`src/rtl/unslice_stream.sv`:
```
// Streaming depth-to-space: one packed half-resolution pixel (4 groups of K channels)
// in, full-resolution raster pixels out. Odd-row groups wait in a W/2-entry line buffer.
module unslice_stream #(
  parameter int W          = 4,
  parameter int H          = 4,
  parameter int K          = 3,
  parameter int DATA_WIDTH = 16
) (
  input  logic                        clk,
  input  logic                        rst,
  input  logic                        in_valid,
  output logic                        in_ready,
  input  logic [4*K*DATA_WIDTH-1:0]   in_data,
  output logic                        out_valid,
  input  logic                        out_ready,
  output logic [K*DATA_WIDTH-1:0]     out_data,
  output logic                        out_eol,
  output logic                        out_last,
  output logic                        dbg_state_o
);
  // Handshake: a beat moves on either side exactly when valid && ready at a rising
  // edge; out_valid/out_data hold until taken, in_ready never looks at in_valid.
  localparam int GW = K * DATA_WIDTH;
  localparam int HW = W / 2;
  localparam int HH = H / 2;
  localparam int XW = (HW > 1) ? $clog2(HW) : 1;
  localparam int YW = (HH > 1) ? $clog2(HH) : 1;
  localparam logic [XW-1:0] X_LAST = XW'(HW - 1);
  localparam logic [YW-1:0] Y_LAST = YW'(HH - 1);

  typedef enum logic {ST_EVEN = 1'b0, ST_ODD = 1'b1} state_e;

  state_e          state_q, state_d;
  logic            phase_q, phase_d;
  logic            hold_vld_q, hold_vld_d;
  logic [XW-1:0]   in_x_q, in_x_d;
  logic [XW-1:0]   out_x_q, out_x_d;
  logic [YW-1:0]   y_q, y_d;
  logic [4*GW-1:0] hold_q;
  logic [2*GW-1:0] buf_q [HW];
  logic [2*GW-1:0] buf_rd;
  logic            last_col;
  logic            in_fire;
  logic            out_fire;

  assign dbg_state_o = state_q;

  always_ff @(posedge clk) begin
    if (rst) begin
      state_q    <= ST_EVEN;
      phase_q    <= 1'b0;
      hold_vld_q <= 1'b0;
      in_x_q     <= '0;
      out_x_q    <= '0;
      y_q        <= '0;
    end else begin
      state_q    <= state_d;
      phase_q    <= phase_d;
      hold_vld_q <= hold_vld_d;
      in_x_q     <= in_x_d;
      out_x_q    <= out_x_d;
      y_q        <= y_d;
    end
  end

  // Data storage carries no reset; the valid flag and state decide what is live.
  always_ff @(posedge clk) begin
    if (in_fire) begin
      hold_q         <= in_data;
      buf_q[in_x_q]  <= {in_data[3*GW-1 -: GW], in_data[GW-1:0]};
    end
  end

  always_comb begin
    state_d    = state_q;
    phase_d    = phase_q;
    hold_vld_d = hold_vld_q;
    in_x_d     = in_x_q;
    out_x_d    = out_x_q;
    y_d        = y_q;
    if (out_fire) begin
      phase_d = !phase_q;
      if (phase_q) begin
        out_x_d = last_col ? '0 : out_x_q + XW'(1);
        if (state_q == ST_EVEN) hold_vld_d = 1'b0;
        if (last_col) begin
          if (state_q == ST_EVEN) begin
            state_d = ST_ODD;
          end else begin
            state_d = ST_EVEN;
            y_d     = (y_q == Y_LAST) ? '0 : y_q + YW'(1);
          end
        end
      end
    end
    // A same-cycle refill wins over the clear above, so even rows stream without bubbles.
    if (in_fire) begin
      hold_vld_d = 1'b1;
      in_x_d     = (in_x_q == X_LAST) ? '0 : in_x_q + XW'(1);
    end
  end

  always_comb begin
    last_col  = (out_x_q == X_LAST);
    buf_rd    = buf_q[out_x_q];
    in_ready  = 1'b0;
    out_valid = 1'b1;
    if (state_q == ST_EVEN) begin
      out_valid = hold_vld_q;
      in_ready  = !hold_vld_q || (phase_q && out_ready && !last_col);
      out_data  = phase_q ? hold_q[2*GW-1 -: GW] : hold_q[4*GW-1 -: GW];
    end else begin
      out_data  = phase_q ? buf_rd[GW-1:0] : buf_rd[2*GW-1 -: GW];
    end
    out_eol  = out_valid && phase_q && last_col;
    out_last = out_eol && (state_q == ST_ODD) && (y_q == Y_LAST);
    in_fire  = in_valid && in_ready;
    out_fire = out_valid && out_ready;
  end

endmodule

```
`config.mk`:
```
export PLATFORM = sky130hd
export DESIGN_NAME = unslice_stream
export DESIGN_NICKNAME = d
export VERILOG_FILES = /design/src/rtl/unslice_stream.sv
export SDC_FILE = /design/constraint.sdc
export NUM_CORES = 1
export LEC_CHECK = 0
export ABC_CLOCK_PERIOD_IN_PS = 11300
export CORE_MARGIN = 5
export CORE_UTILIZATION = 39
export DETAILED_ROUTE_END_ITERATION = 10
export PLACE_DENSITY = 0.71
export SLEW_MARGIN = 10
export SYNTH_ARGS = -nofsm -noshare
export SYNTH_HDL_FRONTEND = slang
export SYNTH_SLANG_ARGS = --single-unit
export TNS_END_PERCENT = 50
```
`constraint.sdc`:
```
create_clock -name clk -period 11.3 [get_ports clk]
set_clock_uncertainty 0.2 [all_clocks]
set_input_delay 1.695 -clock clk [delete_from_list [all_inputs] [get_ports clk]]
set_output_delay 1.695 -clock clk [all_outputs]
set_load 0.03 [all_outputs]
```
==> results of run 1 <==
## where the power goes
group | internal [uW] | switching, uW | leakage [uW]
clock | 617 | 401 | 0.000520
combinational | 149 | 121 | 0.00181
sequential | 1280 | 21.5 | 0.00276
total | 2050 | 543 | 0.00509
## metrics by stage
step	worst slack [ns]	total power, uW	hold slack (ns)	instances	cell area [sq um]
2_1_floorplan	1.70	1470	0.279	498	11500
3_3_place_gp	6.06	1600	0.300	1114	14400
3_5_place_dp	6.06	1600	0.314	1114	14400
4_1_cts	5.56	2630	0.326	1172	15400
5_1_grt	5.47	2700	0.419	1173	15400
6_report	5.67	2590	0.328	1173	15400
## cells in the final DEF, fill, tap and decap left out, drive strengths merged, types with 4 or more instances in the layout
cell           count
nor2               6
buf                8
clkbuf            45
o21ai              4
mux2              96
mux4              48
a21oi              5
dfxtp              7
edfxtp           288
clkinv            10
clkdlybuf4s50    248
## flip-flops by register name, indices dropped and copies added, names as in the netlist, named ones only
name / flops
y_q: 1
in_x_q: 1
buf_q: 192
last_col: 1
phase_q: 1
dbg_state_o: 1
hold_q: 96
hold_vld_q: 1
## routing by layer
layer | track usage [%] | vias to the layer above | share of wire [%]
met1 | 18.7 | 2886 | 42
met4 | 3.63 | 0 | 2.0
met5 | 0 | - | 0
met2 | 23.3 | 189 | 49
li1 | - | 2598 | -
met3 | 4.22 | 39 | 6.9
## cell families (layout without fill, tap and decap cells)
logic type             count (synthesis)  in the layout  share of synthesized area (%)
AO/OA/AOI/OAI                         11             11                          0.555
XOR/XNOR                               2              2                          0.153
buffers and inverters                 26            316                           1.71
flip-flops                           295            295                           76.5
multiplexers                         145            145                           20.2
other                                  0              1                              0
AND/OR/NAND/NOR                       19             19                          0.861
## tightest hold or removal path, cell delays in order (launching register included)
cell     delay [ns]
dfxtp_1        0.35
xor2_1         0.07
nor2_1         0.07
## area by class of cell
cell class	instances	area [sq um]	share of cell area, %
Clock buffer	45	996	6.46
Antenna cell	1	2.50	0.0162
Clock inverter	13	67.6	0.438
Timing Repair Buffer	256	2540	16.5
Tap cell	384	480	3.12
Sequential cell	295	8800	57.1
Inverter	2	7.51	0.0487
Multi-Input combinational cell	177	2520	16.4
## path summary, 6_finish.rpt
path,endpoint,start,slack [ns]
max,out_data[31],flip-flop,5.67
min,y_q$_SDFFE_PP0P_,y_q$_SDFFE_PP0P_,0.33
max reg2reg,buf_q[0][1]$_DFFE_PP_,phase_q$_SDFFE_PP0P_,7.21
min reg2reg,y_q$_SDFFE_PP0P_,y_q$_SDFFE_PP0P_,0.33
==> key figures, run 1 <==
Outcome
  – Status: finished, final reports clean

Layout
  – Share of cells above drive strength 1: 25.4%
  – P&R area growth vs syn: 34.2%
  – Fin nets: about 960
  – Final Util: 53.4%
  – Filler cells: between 2000 and 2500

Critical path
  – Max incr delay on CP: 0.98 ns
  – CP Max Fanout: 59
  – Crit path depth: 4
  – Critical Path RT: between 9 and 10 ns
  – Worst path arrival time: 3.74 ns
  – CP cell instances: buf_4 -> mux2_2 -> mux4_2 -> clkdlybuf4s50_1
  – CP endpoint kind: output port
  – Critical-path top delay cell: dfxtp_4
  – Crit path buf inv count: 2
  – Reg2Reg Depth: 6
  – CP top delay family: buffers and inverters
  – WS Path Type: reg2out
  – Setup crit start kind: flip-flop

Detailed routing
  – Vias per std cell: 4.87
  – Drc violations: 0
  – Total Wirelength: between 20000 and 25000 microns
  – DRT iter0 DRCs: around 290
  – 1st-pass router iterations: 4
  – DR WL/cell: just over 20 microns
  – DR vias: between 5000 and 6000
  – Post-DRT Antenna Nets: 0

Hold path
  – Min-delay worst type: reg2reg
  – Hold Path Cell Cnt: 2

CTS
  – CTS tree: done
  – TritonCTS Buffers: 34
  – Post-CTS setup buffers: 0
  – Root buf cell: clkbuf_16
  – Worst-skew pair later-pin latency: approximately 0.5 ns
  – Hold-fix buffers, CTS: 0
  – Clock Path Buffers: 3
  – CTS-repair resized insts: 0
  – CTS H-tree lvls: 2
  – CTS clk-pin slew, worst paths: about 0.060 ns
  – Clock Sinks: 295

Pwr
  – P per Cell Area: roughly 170 mW/mm^2
  – Peak supply drop: roughly 0.00011 V
  – P_leak: 0.00509 uW

Logic synthesis
  – Ys async rst share: 0%
  – Most frequent cell after synthesis: edfxtp_1
  – Area contributors post-synth: edfxtp_1, mux4_2, mux2_4
  – Top-area cell type share of the netlist area: about 75%
  – Avg Cell Area, Syn: approximately 23 sq um
  – Seq/Total Area, Yosys: roughly 77%
  – Ys Warns: 0
  – Post-Syn Area: around 0.011 sq mm
  – Cells after synthesis: 498
  – Commonest register cell after synthesis: edfxtp_1
  – Seq cells post-synth: a little under 300
  – Netlist cell types: 28
  – Syn_nets: between 600 and 700
  – Leading area contributor after synthesis: edfxtp_1
  – Post-synth EDFFs: between 200 and 300
  – Synth top cells by count: edfxtp_1, mux2_2, mux4_2, mux2_4

Global routing
  – Global Route Usage Sum: around 14%
  – Vias in the first global route: about 6400
  – Pin count of the biggest net entering global routing: 60
  – Wire length of the first global-routing pass: around 36000 microns
  – Initial antenna violation count: 1
  – Remaining Overflow, GRT: 0

Floorplanning
  – Chip Width: 182 microns
  – Die area: around 0.033 sq mm
  – I/O pin cnt: around 250
  – Starting Density: around two fifths
  – Die Y: about 180 microns
  – Std cell rows: 62
  – Placeable Area: 0.0289 sq mm

Timing
  – Min cycle time layout: roughly 5.6 ns
  – Hold Fails Final Rpt: 0
  – Worst slew pin tran: a little under 1 ns
  – Slew margin rel.: a little over a third
  – Setup TNS: 0 ns
  – Max-slew violations: 0
  – Setup violators final: 0
  – FMAX: about 0.18 GHz
  – RSZ-0062 raised after global routing: false
  – Fin crit share: 49.9%

Run
  – Max-Cap Viols: 0

Placement
  – Placer congestion estimate: around 0.75
  – PortBufs: around 250
  – Post-DP HPWL: around 15000 microns
(Power assumes the default switching activity.)
==> run 2: changes to the inputs <==
--- a/config.mk
+++ b/config.mk
@@ -5,11 +5,11 @@
 export SDC_FILE = /design/constraint.sdc
 export NUM_CORES = 1
 export LEC_CHECK = 0
-export ABC_CLOCK_PERIOD_IN_PS = 11300
+export ABC_CLOCK_PERIOD_IN_PS = 5350
 export CORE_MARGIN = 5
 export CORE_UTILIZATION = 39
 export DETAILED_ROUTE_END_ITERATION = 10
-export PLACE_DENSITY = 0.71
+export PLACE_DENSITY = 0.68
 export SLEW_MARGIN = 10
 export SYNTH_ARGS = -nofsm -noshare
 export SYNTH_HDL_FRONTEND = slang
==> constraint.sdc (replaced) <==
create_clock -name clk -period 5.35 [get_ports clk]
set_clock_uncertainty 0.2 [all_clocks]
set_input_delay 0.8025 -clock clk [delete_from_list [all_inputs] [get_ports clk]]
set_output_delay 0.8025 -clock clk [all_outputs]
set_load 0.03 [all_outputs]
==> run 2 against run 1 <==
Effect of this change: count of clock-buffer cells in the layout decreased by 12; total power rose by 120%; utilization is 0.34 points higher; worst hold slack better by 0.020 ns; clock power rose by 130%; global-route usage decreased by 0.11 points; highest routed layer unchanged.
==> key figures, run 2 (synthesis results as in run 1) <==
Outcome
  – Status: finished, final reports clean

Hold path
  – Hold Path Cell Cnt: 2
  – Min-delay worst type: reg2reg

Critical path
  – Critical-path top delay cell: clkdlybuf4s50_1
  – Critical Path RT: between 4 and 5 ns
  – CP top delay family: buffers and inverters
  – WS Path Type: reg2out
  – Setup crit start kind: flip-flop
  – CP cell instances: buf_4 -> mux2_2 -> mux4_2 -> clkdlybuf4s50_1
  – Max incr delay on CP: a little over 0.6 ns
  – Reg2Reg Depth: 4
  – Worst path arrival time: 3.08 ns
  – Crit path buf inv count: 2
  – Crit path depth: 4
  – CP Max Fanout: 35
  – CP endpoint kind: output port

Layout
  – Final Util: between 50% and 60%
  – Share of cells above drive strength 1: 25.5%
  – Fin cells: roughly 1200
  – Fin nets: 960
  – Most frequent cells in the layout: edfxtp_1, clkdlybuf4s50_1, mux2_2, mux4_2, mux2_4
  – Biggest register: buf_q
  – Commonest non-fill, non-tap cell in the layout: edfxtp_1
  – Biggest regs: buf_q x192, hold_q x96
  – Number of flip-flops in the largest register: approximately 190
  – P&R area growth vs syn: 35.1%

Timing
  – Max-slew violations: 0
  – Fin crit share: between 70% and 80%
  – Final WS setup: 1.27 ns
  – Min cycle time layout: ~4 ns
  – Setup violators final: 0
  – Slew margin rel.: slightly below 30%
  – Setup TNS: 0 ns
  – Worst slew pin tran: 1.07 ns
  – RSZ-0062 raised after global routing: false
  – Hold Fails Final Rpt: 0
  – FMAX: between 0.2 and 0.25 GHz

CTS
  – Clock Path Buffers: 3
  – Hold-fix buffers, CTS: 0
  – CTS tree: done
  – Post-CTS setup buffers: 0
  – CTS-repair resized insts: 0
  – TritonCTS Buffers: 31
  – Worst-skew pair later-pin latency: approximately 0.54 ns
  – Root buf cell: clkbuf_16
  – Clock Sinks: a little under 300
  – CTS clk-pin slew, worst paths: roughly 0.060 ns
  – CTS H-tree lvls: 1

Floorplanning
  – Placeable Area: slightly below 0.03 sq mm
  – Std cell rows: between 60 and 70
  – Die Y: roughly 180 microns
  – I/O pin cnt: about 250
  – Chip Width: approximately 180 microns
  – Starting Density: about two fifths
  – Die area: 0.0330 sq mm

Global routing
  – Global Route Usage Sum: between 10 and 15%
  – Initial antenna violation count: 0
  – Remaining Overflow, GRT: 0
  – Vias in the first global route: roughly 6500
  – Wire length of the first global-routing pass: 36800 microns
  – Pin count of the biggest net entering global routing: a little over 60

Run
  – Max-Cap Viols: 0

Detailed routing
  – DRT iter0 DRCs: between 200 and 300
  – Total Wirelength: between 20000 and 25000 microns
  – DR vias: ~5700
  – Post-DRT Antenna Nets: 0
  – 1st-pass router iterations: 5
  – Vias per std cell: ~4.9
  – DR WL/cell: a little over 20 microns
  – Drc violations: 0

Pwr
  – Peak supply drop: 0.000212 V
  – Total power: approximately 5700 uW
  – P per Cell Area: between 300 and 400 mW/mm^2
  – P_leak: slightly above 0.005 uW

Placement
  – # placed instances: 1115
  – Post-DP HPWL: around 16000 microns
  – Worst slack, placed: between 1.5 and 2 ns
  – PortBufs: ~250
  – Placer congestion estimate: ~0.73
==> run 2: cell types whose count changed in the layout (fill, tap and decap cells not counted), sizes merged <==
cell / before / now
buf: 8 / 9
bufinv: 0 / 9
clkinv: 10 / 12
clkbuf: 45 / 33
==> run 2: layer usage <==
metal | share of wire (%) | routed length (microns) | vias to the layer above | GRT usage (%)
met2 | 50 | 12100 | 209 | 24.4
li1 | - | - | 2589 | -
met3 | 7.3 | 1750 | 35 | 3.90
met1 | 40 | 9680 | 2873 | 18.0
met5 | 0 | 0 | - | 0
met4 | 2.0 | 471 | 0 | 2.79
==> run 2: final cells by class <==
cell class / count / area [sq um]
fillers: 2247 / 13300
flip-flops and latches: 295 / 8800
repair buffers: 257 / 2570
multi-input cells: 177 / 2520
clock buffers: 33 / 783
well taps: 384 / 480
clock inverters: 24 / 347
inverters: 2 / 7.51
diodes: 1 / 2.50
==> run 2: report_power, final <==
group	switching (uW)	internal [uW]	total (uW)
sequential	54.4	2710	2760
clock	847	1490	2330
combinational	253	317	570
total	1150	4510	5670
==> run 2: worst paths after layout <==
check	end	from	slack (ns)
hold reg to reg	y_q$_SDFFE_PP0P_	y_q$_SDFFE_PP0P_	0.35
setup / recovery	out_data[5]	flip-flop	1.27
setup reg to reg	hold_q[80]$_DFFE_PP_	phase_q$_SDFFE_PP0P_	1.72
hold / removal	y_q$_SDFFE_PP0P_	y_q$_SDFFE_PP0P_	0.35
==> run 2: stage by stage <==
step	instance area, sq um	hold WS (ns)
6_report	15500	0.348
3_5_place_dp	14400	0.337
3_3_place_gp	14400	0.295
2_1_floorplan	11500	0.279
4_1_cts	15500	0.352
5_1_grt	15500	0.400
==> run 2: tightest hold or removal path, cell delays in order (launching register included) <==
cell and delay (ns):
dfxtp_1 0.34, xor2_1 0.07, nor2_1 0.10
